<file path="config.mk">
export PLATFORM = sky130hd
export DESIGN_NAME = screen_seq_ctrl
export DESIGN_NICKNAME = d
export VERILOG_FILES = /design/src/rtl/game_pkg.sv /design/src/rtl/frame_tick_gen.sv /design/src/rtl/screen_seq_ctrl.sv
export SDC_FILE = /design/constraint.sdc
export NUM_CORES = 1
export LEC_CHECK = 0
export BUFFER_PORTS_ARGS = -buffer_cell sky130_fd_sc_hd__buf_2
export CORE_AREA = 2 2 56 58
export CTS_CLUSTER_DIAMETER = 40
export DETAILED_ROUTE_END_ITERATION = 6
export DIE_AREA = 0 0 58 60
export GPL_TIMING_DRIVEN = 0
export PLACE_DENSITY = 0.83
export SLEW_MARGIN = 20
export SYNTH_ARGS = -nofsm -noshare
export SYNTH_HDL_FRONTEND = slang
export SYNTH_SLANG_ARGS = --single-unit
</file>
<file path="constraint.sdc">
create_clock -name clk_i -period 3.1 [get_ports clk_i]
set_clock_uncertainty 0.2 [all_clocks]
set_input_delay 0.155 -clock clk_i [delete_from_list [all_inputs] [get_ports clk_i]]
set_output_delay 0.155 -clock clk_i [all_outputs]
set_load 0.02 [all_outputs]
</file>
<file path="src/rtl/game_pkg.sv">
// Shared game constants and types, imported by the screen sequencer and the drawing modules.
//   screen_e   : overlay selector encoding (START / PLAY / FINISH)
//   FINISH_*   : finish zone bounds (all exclusive) and the level they apply to
//   FRAMES_PER_SEC, START_DEBOUNCE_FRAMES : frame-based timing defaults
package game_pkg;

  typedef enum logic [1:0] {
    SCR_START  = 2'd0,
    SCR_PLAY   = 2'd1,
    SCR_FINISH = 2'd2
  } screen_e;

  localparam int unsigned FRAMES_PER_SEC        = 60;
  localparam int unsigned FINISH_X_LEFT         = 500;
  localparam int unsigned FINISH_X_RIGHT        = 700;
  localparam int unsigned FINISH_Y_UP           = 100;
  localparam int unsigned FINISH_Y_DOWN         = 112;
  localparam logic [1:0]  FINISH_LEVEL          = 2'b11;
  localparam int unsigned START_DEBOUNCE_FRAMES = 3;
  localparam logic [9:0]  ELAPSED_SEC_MAX       = 10'd1023;

endpackage

</file>
<file path="src/rtl/frame_tick_gen.sv">
// Frame tick generator and per-frame button debouncer.
//   clk_i, rst_i : clock, synchronous active-high reset
//   vblnk_i      : vertical blank; a rising edge is one frame tick
//   btn_i        : synchronised button sampled once per frame tick
//   clr_i        : clears the debounce count (wins over the tick update)
//   tick_o       : one-cycle pulse on the vblnk rising edge
//   btn_ok_o     : button has been high for DEBOUNCE_FRAMES consecutive ticks,
//                  including the tick of the current cycle
module frame_tick_gen #(
  parameter int unsigned DEBOUNCE_FRAMES = 3
) (
  input  logic clk_i,
  input  logic rst_i,
  input  logic vblnk_i,
  input  logic btn_i,
  input  logic clr_i,
  output logic tick_o,
  output logic btn_ok_o
);

  localparam int unsigned    CntW   = $clog2(DEBOUNCE_FRAMES + 1);
  localparam logic [CntW-1:0] CntMax = CntW'(DEBOUNCE_FRAMES);

  logic            vblnk_q;
  logic            armed_q;
  logic [CntW-1:0] cnt_q, cnt_d, cnt_upd;

  // armed_q stays low until vblnk has been seen low after reset, so a vblnk that is
  // already high when reset releases does not count as a frame edge.
  assign tick_o = vblnk_i & ~vblnk_q & armed_q;

  always_comb begin
    cnt_upd = cnt_q;
    if (tick_o) begin
      if (!btn_i) begin
        cnt_upd = '0;
      end else if (cnt_q != CntMax) begin
        cnt_upd = cnt_q + 1'b1;
      end
    end
    cnt_d = clr_i ? '0 : cnt_upd;
  end

  // Looks at the post-tick count so the deciding tick itself can start the game.
  assign btn_ok_o = (cnt_upd == CntMax);

  always_ff @(posedge clk_i) begin
    if (rst_i) begin
      vblnk_q <= 1'b0;
      armed_q <= 1'b0;
      cnt_q   <= '0;
    end else begin
      vblnk_q <= vblnk_i;
      if (!vblnk_i) begin
        armed_q <= 1'b1;
      end
      cnt_q <= cnt_d;
    end
  end

endmodule

</file>
<file path="src/rtl/screen_seq_ctrl.sv">
// Frame-synchronous overlay sequencer: START -> PLAY -> FINISH -> START.
//   clk_i, rst_i        : clock, synchronous active-high reset
//   vblnk_i             : vertical blank (rising edge = frame tick)
//   level_i             : current map level
//   x_value_i/y_value_i : player position, checked against the finish zone
//   start_btn_i         : debounced over START_DEBOUNCE_FRAMES ticks to leave START
//   restart_btn_i       : returns to START from PLAY/FINISH on any cycle
//   screen_sel_o        : 0 START, 1 PLAY, 2 FINISH
//   game_en_o           : high only in PLAY
//   level_rst_o         : one-cycle pulse when returning to START
//   elapsed_sec_o       : seconds in PLAY, saturating at 1023
//   frame_in_sec_o      : frame count within the current second
// Optional: SCREEN_SEQ_AUTO_RESTART_EN adds FINISH_HOLD_FRAMES, after which FINISH
// returns to START by itself.
module screen_seq_ctrl #(
  parameter int unsigned FRAMES_PER_SEC        = game_pkg::FRAMES_PER_SEC,
  parameter int unsigned FINISH_X_LEFT         = game_pkg::FINISH_X_LEFT,
  parameter int unsigned FINISH_X_RIGHT        = game_pkg::FINISH_X_RIGHT,
  parameter int unsigned FINISH_Y_UP           = game_pkg::FINISH_Y_UP,
  parameter int unsigned FINISH_Y_DOWN         = game_pkg::FINISH_Y_DOWN,
  parameter logic [1:0]  FINISH_LEVEL          = game_pkg::FINISH_LEVEL,
  parameter int unsigned START_DEBOUNCE_FRAMES = game_pkg::START_DEBOUNCE_FRAMES
`ifdef SCREEN_SEQ_AUTO_RESTART_EN
  , parameter int unsigned FINISH_HOLD_FRAMES  = 300
`endif
) (
  input  logic        clk_i,
  input  logic        rst_i,
  input  logic        vblnk_i,
  input  logic [1:0]  level_i,
  input  logic [11:0] x_value_i,
  input  logic [11:0] y_value_i,
  input  logic        start_btn_i,
  input  logic        restart_btn_i,
  output logic [1:0]  screen_sel_o,
  output logic        game_en_o,
  output logic        level_rst_o,
  output logic [9:0]  elapsed_sec_o,
  output logic [5:0]  frame_in_sec_o
);

  import game_pkg::*;

  localparam logic [5:0] FrameLast = 6'(FRAMES_PER_SEC - 1);

  screen_e    state_q;
  logic       game_en_q;
  logic       level_rst_q;
  logic [9:0] elapsed_sec_q;
  logic [5:0] frame_in_sec_q;

  logic tick, start_ok, in_zone, restart, go_play, hold_done;

  frame_tick_gen #(
    .DEBOUNCE_FRAMES(START_DEBOUNCE_FRAMES)
  ) u_frame_tick_gen (
    .clk_i   (clk_i),
    .rst_i   (rst_i),
    .vblnk_i (vblnk_i),
    .btn_i   (start_btn_i),
    .clr_i   (restart | go_play),
    .tick_o  (tick),
    .btn_ok_o(start_ok)
  );

  assign in_zone = (level_i == FINISH_LEVEL) &&
                   (32'(x_value_i) > FINISH_X_LEFT) && (32'(x_value_i) < FINISH_X_RIGHT) &&
                   (32'(y_value_i) > FINISH_Y_UP)   && (32'(y_value_i) < FINISH_Y_DOWN);

  assign restart = restart_btn_i && (state_q != SCR_START);
  assign go_play = (state_q == SCR_START) && tick && start_ok;

`ifdef SCREEN_SEQ_AUTO_RESTART_EN
  localparam int unsigned     HoldW    = $clog2(FINISH_HOLD_FRAMES + 1);
  localparam logic [HoldW-1:0] HoldLast = HoldW'(FINISH_HOLD_FRAMES - 1);

  logic [HoldW-1:0] hold_q;

  assign hold_done = (state_q == SCR_FINISH) && tick && (hold_q == HoldLast);

  // Counts ticks spent in FINISH; reloads to zero whenever FINISH is not the state.
  always_ff @(posedge clk_i) begin
    if (rst_i || state_q != SCR_FINISH) begin
      hold_q <= '0;
    end else if (tick) begin
      hold_q <= hold_q + 1'b1;
    end
  end
`else
  assign hold_done = 1'b0;
`endif

  always_ff @(posedge clk_i) begin
    if (rst_i) begin
      state_q        <= SCR_START;
      game_en_q      <= 1'b0;
      level_rst_q    <= 1'b0;
      elapsed_sec_q  <= '0;
      frame_in_sec_q <= '0;
    end else begin
      level_rst_q <= 1'b0;
      unique case (state_q)
        SCR_START: begin
          if (go_play) begin
            state_q        <= SCR_PLAY;
            game_en_q      <= 1'b1;
            elapsed_sec_q  <= '0;
            frame_in_sec_q <= '0;
          end
        end
        SCR_PLAY: begin
          if (restart) begin
            state_q     <= SCR_START;
            game_en_q   <= 1'b0;
            level_rst_q <= 1'b1;
          end else if (tick) begin
            if (in_zone) begin
              state_q   <= SCR_FINISH;
              game_en_q <= 1'b0;
            end
            // The finishing tick still advances the play timer.
            if (frame_in_sec_q == FrameLast) begin
              frame_in_sec_q <= '0;
              if (elapsed_sec_q != ELAPSED_SEC_MAX) begin
                elapsed_sec_q <= elapsed_sec_q + 1'b1;
              end
            end else begin
              frame_in_sec_q <= frame_in_sec_q + 1'b1;
            end
          end
        end
        SCR_FINISH: begin
          if (restart || hold_done) begin
            state_q     <= SCR_START;
            level_rst_q <= 1'b1;
          end
        end
        default: begin
          state_q   <= SCR_START;
          game_en_q <= 1'b0;
        end
      endcase
    end
  end

  assign screen_sel_o   = state_q;
  assign game_en_o      = game_en_q;
  assign level_rst_o    = level_rst_q;
  assign elapsed_sec_o  = elapsed_sec_q;
  assign frame_in_sec_o = frame_in_sec_q;

endmodule

</file>
==> summary.md <==
| Metric | Value |
|---|---|
| Post-CTS Setup Inserts | 0 |
| Post-synthesis sequential area ratio | 36.3% |
| Max-cap violations | 0 |
| DR vias | roughly 1.4k |
| DP HPWL | ~2.3 mm |
| Max Fanout on Critical Path | 10 |
| Busiest grt layer | met2 |
| Share of layout cells above drive strength 1 | approximately 28% |
| Multi-input gate area | 773 µm² |
| Yosys reg bits | 24 |
| Cell taking the most area after synthesis | dfxtp_1 |
| Static Leak | about 0.74 nW |
| Count leader, synth | dfxtp_1 |
| Post-Syn Area | between 0.001 and 0.0015 mm² |
| Post-DR wirelength/cell | about 12 µm |
| Power per cell area | between 300 and 400 mW/mm² |
| Vias in the first global route | around 1.1k |
| Finished Cell Area | 0.00170 mm² |
| Synth top area share | roughly 36% |
| Clk Latency, worst-skew pair | 0.33 ns |
| Worst vdd ir | about 0.00026 V |
| Tmin final | between 2 and 3 ns |
| Antenna cells | 0 |
| Worst R2R Path Depth | 8 |
| Net count, final | 254 |
| Final Cycle Share | between 80% and 90% |
| Reg2Reg Launch Point | screen_sel_o[0] |
| Worst Path Required | 3.16 ns |
| Placer Congestion | ~0.81 |
| Port bufs | 50 |
| Setup TNS | 0 ns |
| Total CTS buffers | 3 |
| Mean Syn Cell Area | 8.37 µm² |
| Worst-margin pin slew | approximately 1.0 ns |
| RSZ-0062 raised after global routing | no |
| Final ANT Viol Nets | 0 |
| Worst Hold Path EP | screen_sel_o[1] |
| Hold Path Depth | 5 |
| Layout area overhead | 28.6% |
| Worst min-delay path startpoint | y_value_i[5] |
| CTS Hold Bufs | 5 |
| First-pass GRT wire length | 4.82 mm |
| Vias per cell | roughly 5.5 |
| Core area | just under 0.003 mm² |
| Die area | 0.00348 mm² |
| Grt met2 use | between 30% and 40% |
| Starting density of the core | between 40% and 50% |
| Routed wire length | slightly above 3 mm |
| Die height | ~60 µm |
| H-tree depth | 1 |
| Top Ports | 51 |
| Post_cts resized | 0 |
| # rows | 20 |
| Die width | 58 µm |
| Pin count of the biggest net entering global routing | 14 |
| Worst-path clk slew | around 0.14 ns |
| Number of synthesized flops with an enable pin | 0 |
| Sink Count | 24 |
| Peak Freq | 377 MHz |
| Warnings, synthesis | 0 |
| Iter 0 DRT Violations | 34 |
| Final setup viols | 0 |
| Ys flop type | dfxtp_1 |
| CP Launch Point | screen_sel_o[0] |
| Placed Area | between 0.0015 and 0.002 mm² |
| Worst hold path class | input port to flop |
| Startpoint types | flop |
| Sequential cell area | just under 500 µm² |
| Met1 Track Usage GR | a little over a fifth |
| Post-synth ARST share | 0% |
| CTS tree | done |
| Drt first pass iters | 4 |
| Distinct cells, synth | 42 |
| Synth top area cells | dfxtp_1 36%, nand2_1 6.2%, ha_1 4.7% |
| Fill cell count | 258 |
| Slew Viols, Final | 0 |
| Max_slew headroom | about 33% |
| Root buf cell | clkbuf_4 |
| Cells after Synth | between 150 and 200 |
| GRT Total Usage | between 10% and 20% |
| Initial antenna violation count | 0 |
| Met3 usage | 2.81% |
| Congestion Overflow GR | 0 |
| FF-to-FF End | elapsed_sec_o[5] |
| Remaining DRCs | 0 |
| Status | finished, final reports clean |
| Worst Path Arrival | around 2.7 ns |
| Clock tree buffer depth | 2 |
| CP endpoint kind | flop |
| Mapped Nets | 194 |
| WS Path Type | flop to flop |
| Commonest cells post-synth | 24 x dfxtp_1, 22 x nand2_1, 13 x nor2_1 |
| Fin. Hold Viols | 0 |
| Worst reg2reg setup slack | 0.45 ns |
==> per-layer routing <==
layer	part of all wire (%)	vias up
met5	0	-
met4	1.7	0
met3	7.6	5
met2	45	59
met1	45	608
li1	-	701
==> layout by cell type (no fill, tap or decap), types with 2 or more instances in the layout <==
cell type	n
a2111o_1	2
a21oi_1	10
a221oi_1	2
buf_2	51
buf_6	2
clkbuf_4	3
dfxtp_1	24
dlygate4sd3_1	5
ha_1	5
inv_1	11
mux2i_1	3
nand2_1	22
nand2b_1	3
nand3_1	9
nand3b_1	2
nand4_1	5
nor2_1	13
nor4_1	2
o2111ai_1	2
o211ai_1	2
o21ai_0	5
o31ai_1	4
or4_1	5
xnor2_1	2
xor2_1	3
==> through the flow <==
stage | power (mW) | hold WS [ns] | instances | worst slack [ns] | utilization [%]
final | 0.559 | 0.181 | 250 | 0.447 | 58.6
after global routing | 0.580 | 0.199 | 250 | 0.378 | 58.6
after CTS | 0.565 | 0.171 | 250 | 0.434 | 58.6
after detailed placement | 0.389 | 0.186 | 241 | 0.470 | 55.6
after global placement | 0.387 | 0.177 | 241 | 0.532 | 55.6
after floorplan | 0.358 | 0.0241 | 158 | 0.528 | -
==> kinds of logic after synthesis <==
group                      count (synthesis)  synth area share (%)
muxes                                      3                  2.27
AOI/OAI and AO/OA                         37                  20.3
xor gates and xnor gates                   5                  3.31
DFF                                       24                  36.3
and+or+nand+nor                           70                  27.8
buffers and inverters                     14                  5.20
adders and majority gates                  5                  4.73
==> worst max-delay path by stage <==
| stage | endpoint | slack [ns] | cells past startpoint |
|---|---|---|---|
| after floorplan | elapsed_sec_o[5] | 0.53 | 8 |
| after global placement | elapsed_sec_o[5] | 0.53 | 8 |
| after detailed placement | elapsed_sec_o[5] | 0.47 | 8 |
| after CTS | elapsed_sec_o[5] | 0.43 | 8 |
| after global routing | elapsed_sec_o[5] | 0.38 | 8 |
| final | elapsed_sec_o[5] | 0.45 | 8 |
==> area by class of cell <==
type / instances / area share (%)
Timing Repair Buffer: 55 / 17.7
Sequential cell: 24 / 28.3
Buffer: 3 / 1.62
Clock buffer: 4 / 2.13
Inverter: 11 / 2.43
Multi-Input combinational cell: 120 / 45.5
Tap cell: 33 / 2.43
==> report_power, final <==
part	internal, mW	leakage, nW	switching [mW]
clock network	0.0720	0.0210	0.0998
registers	0.312	0.194	0.00295
logic	0.0353	0.523	0.0365
total	0.419	0.738	0.139
==> worst max-delay path, stage by stage, from the launching register on <==
cell and delay, ns:
dfxtp_1 0.41, inv_1 0.10, ha_1 0.21, buf_6 0.13
or3b_4 0.40, a21oi_4 0.31, nand3_4 0.16, or4_1 0.52
a21oi_1 0.15
==> sequential cells by signal, summed over array words and instances, names as in the netlist <==
signal                    flops
screen_sel_o                  2
u_frame_tick_gen.armed_q      1
level_rst_o                   1
game_en_o                     1
u_frame_tick_gen.cnt_q        2
u_frame_tick_gen.vblnk_q      1
elapsed_sec_o                10
frame_in_sec_o                6
(Power assumes the default switching activity.)
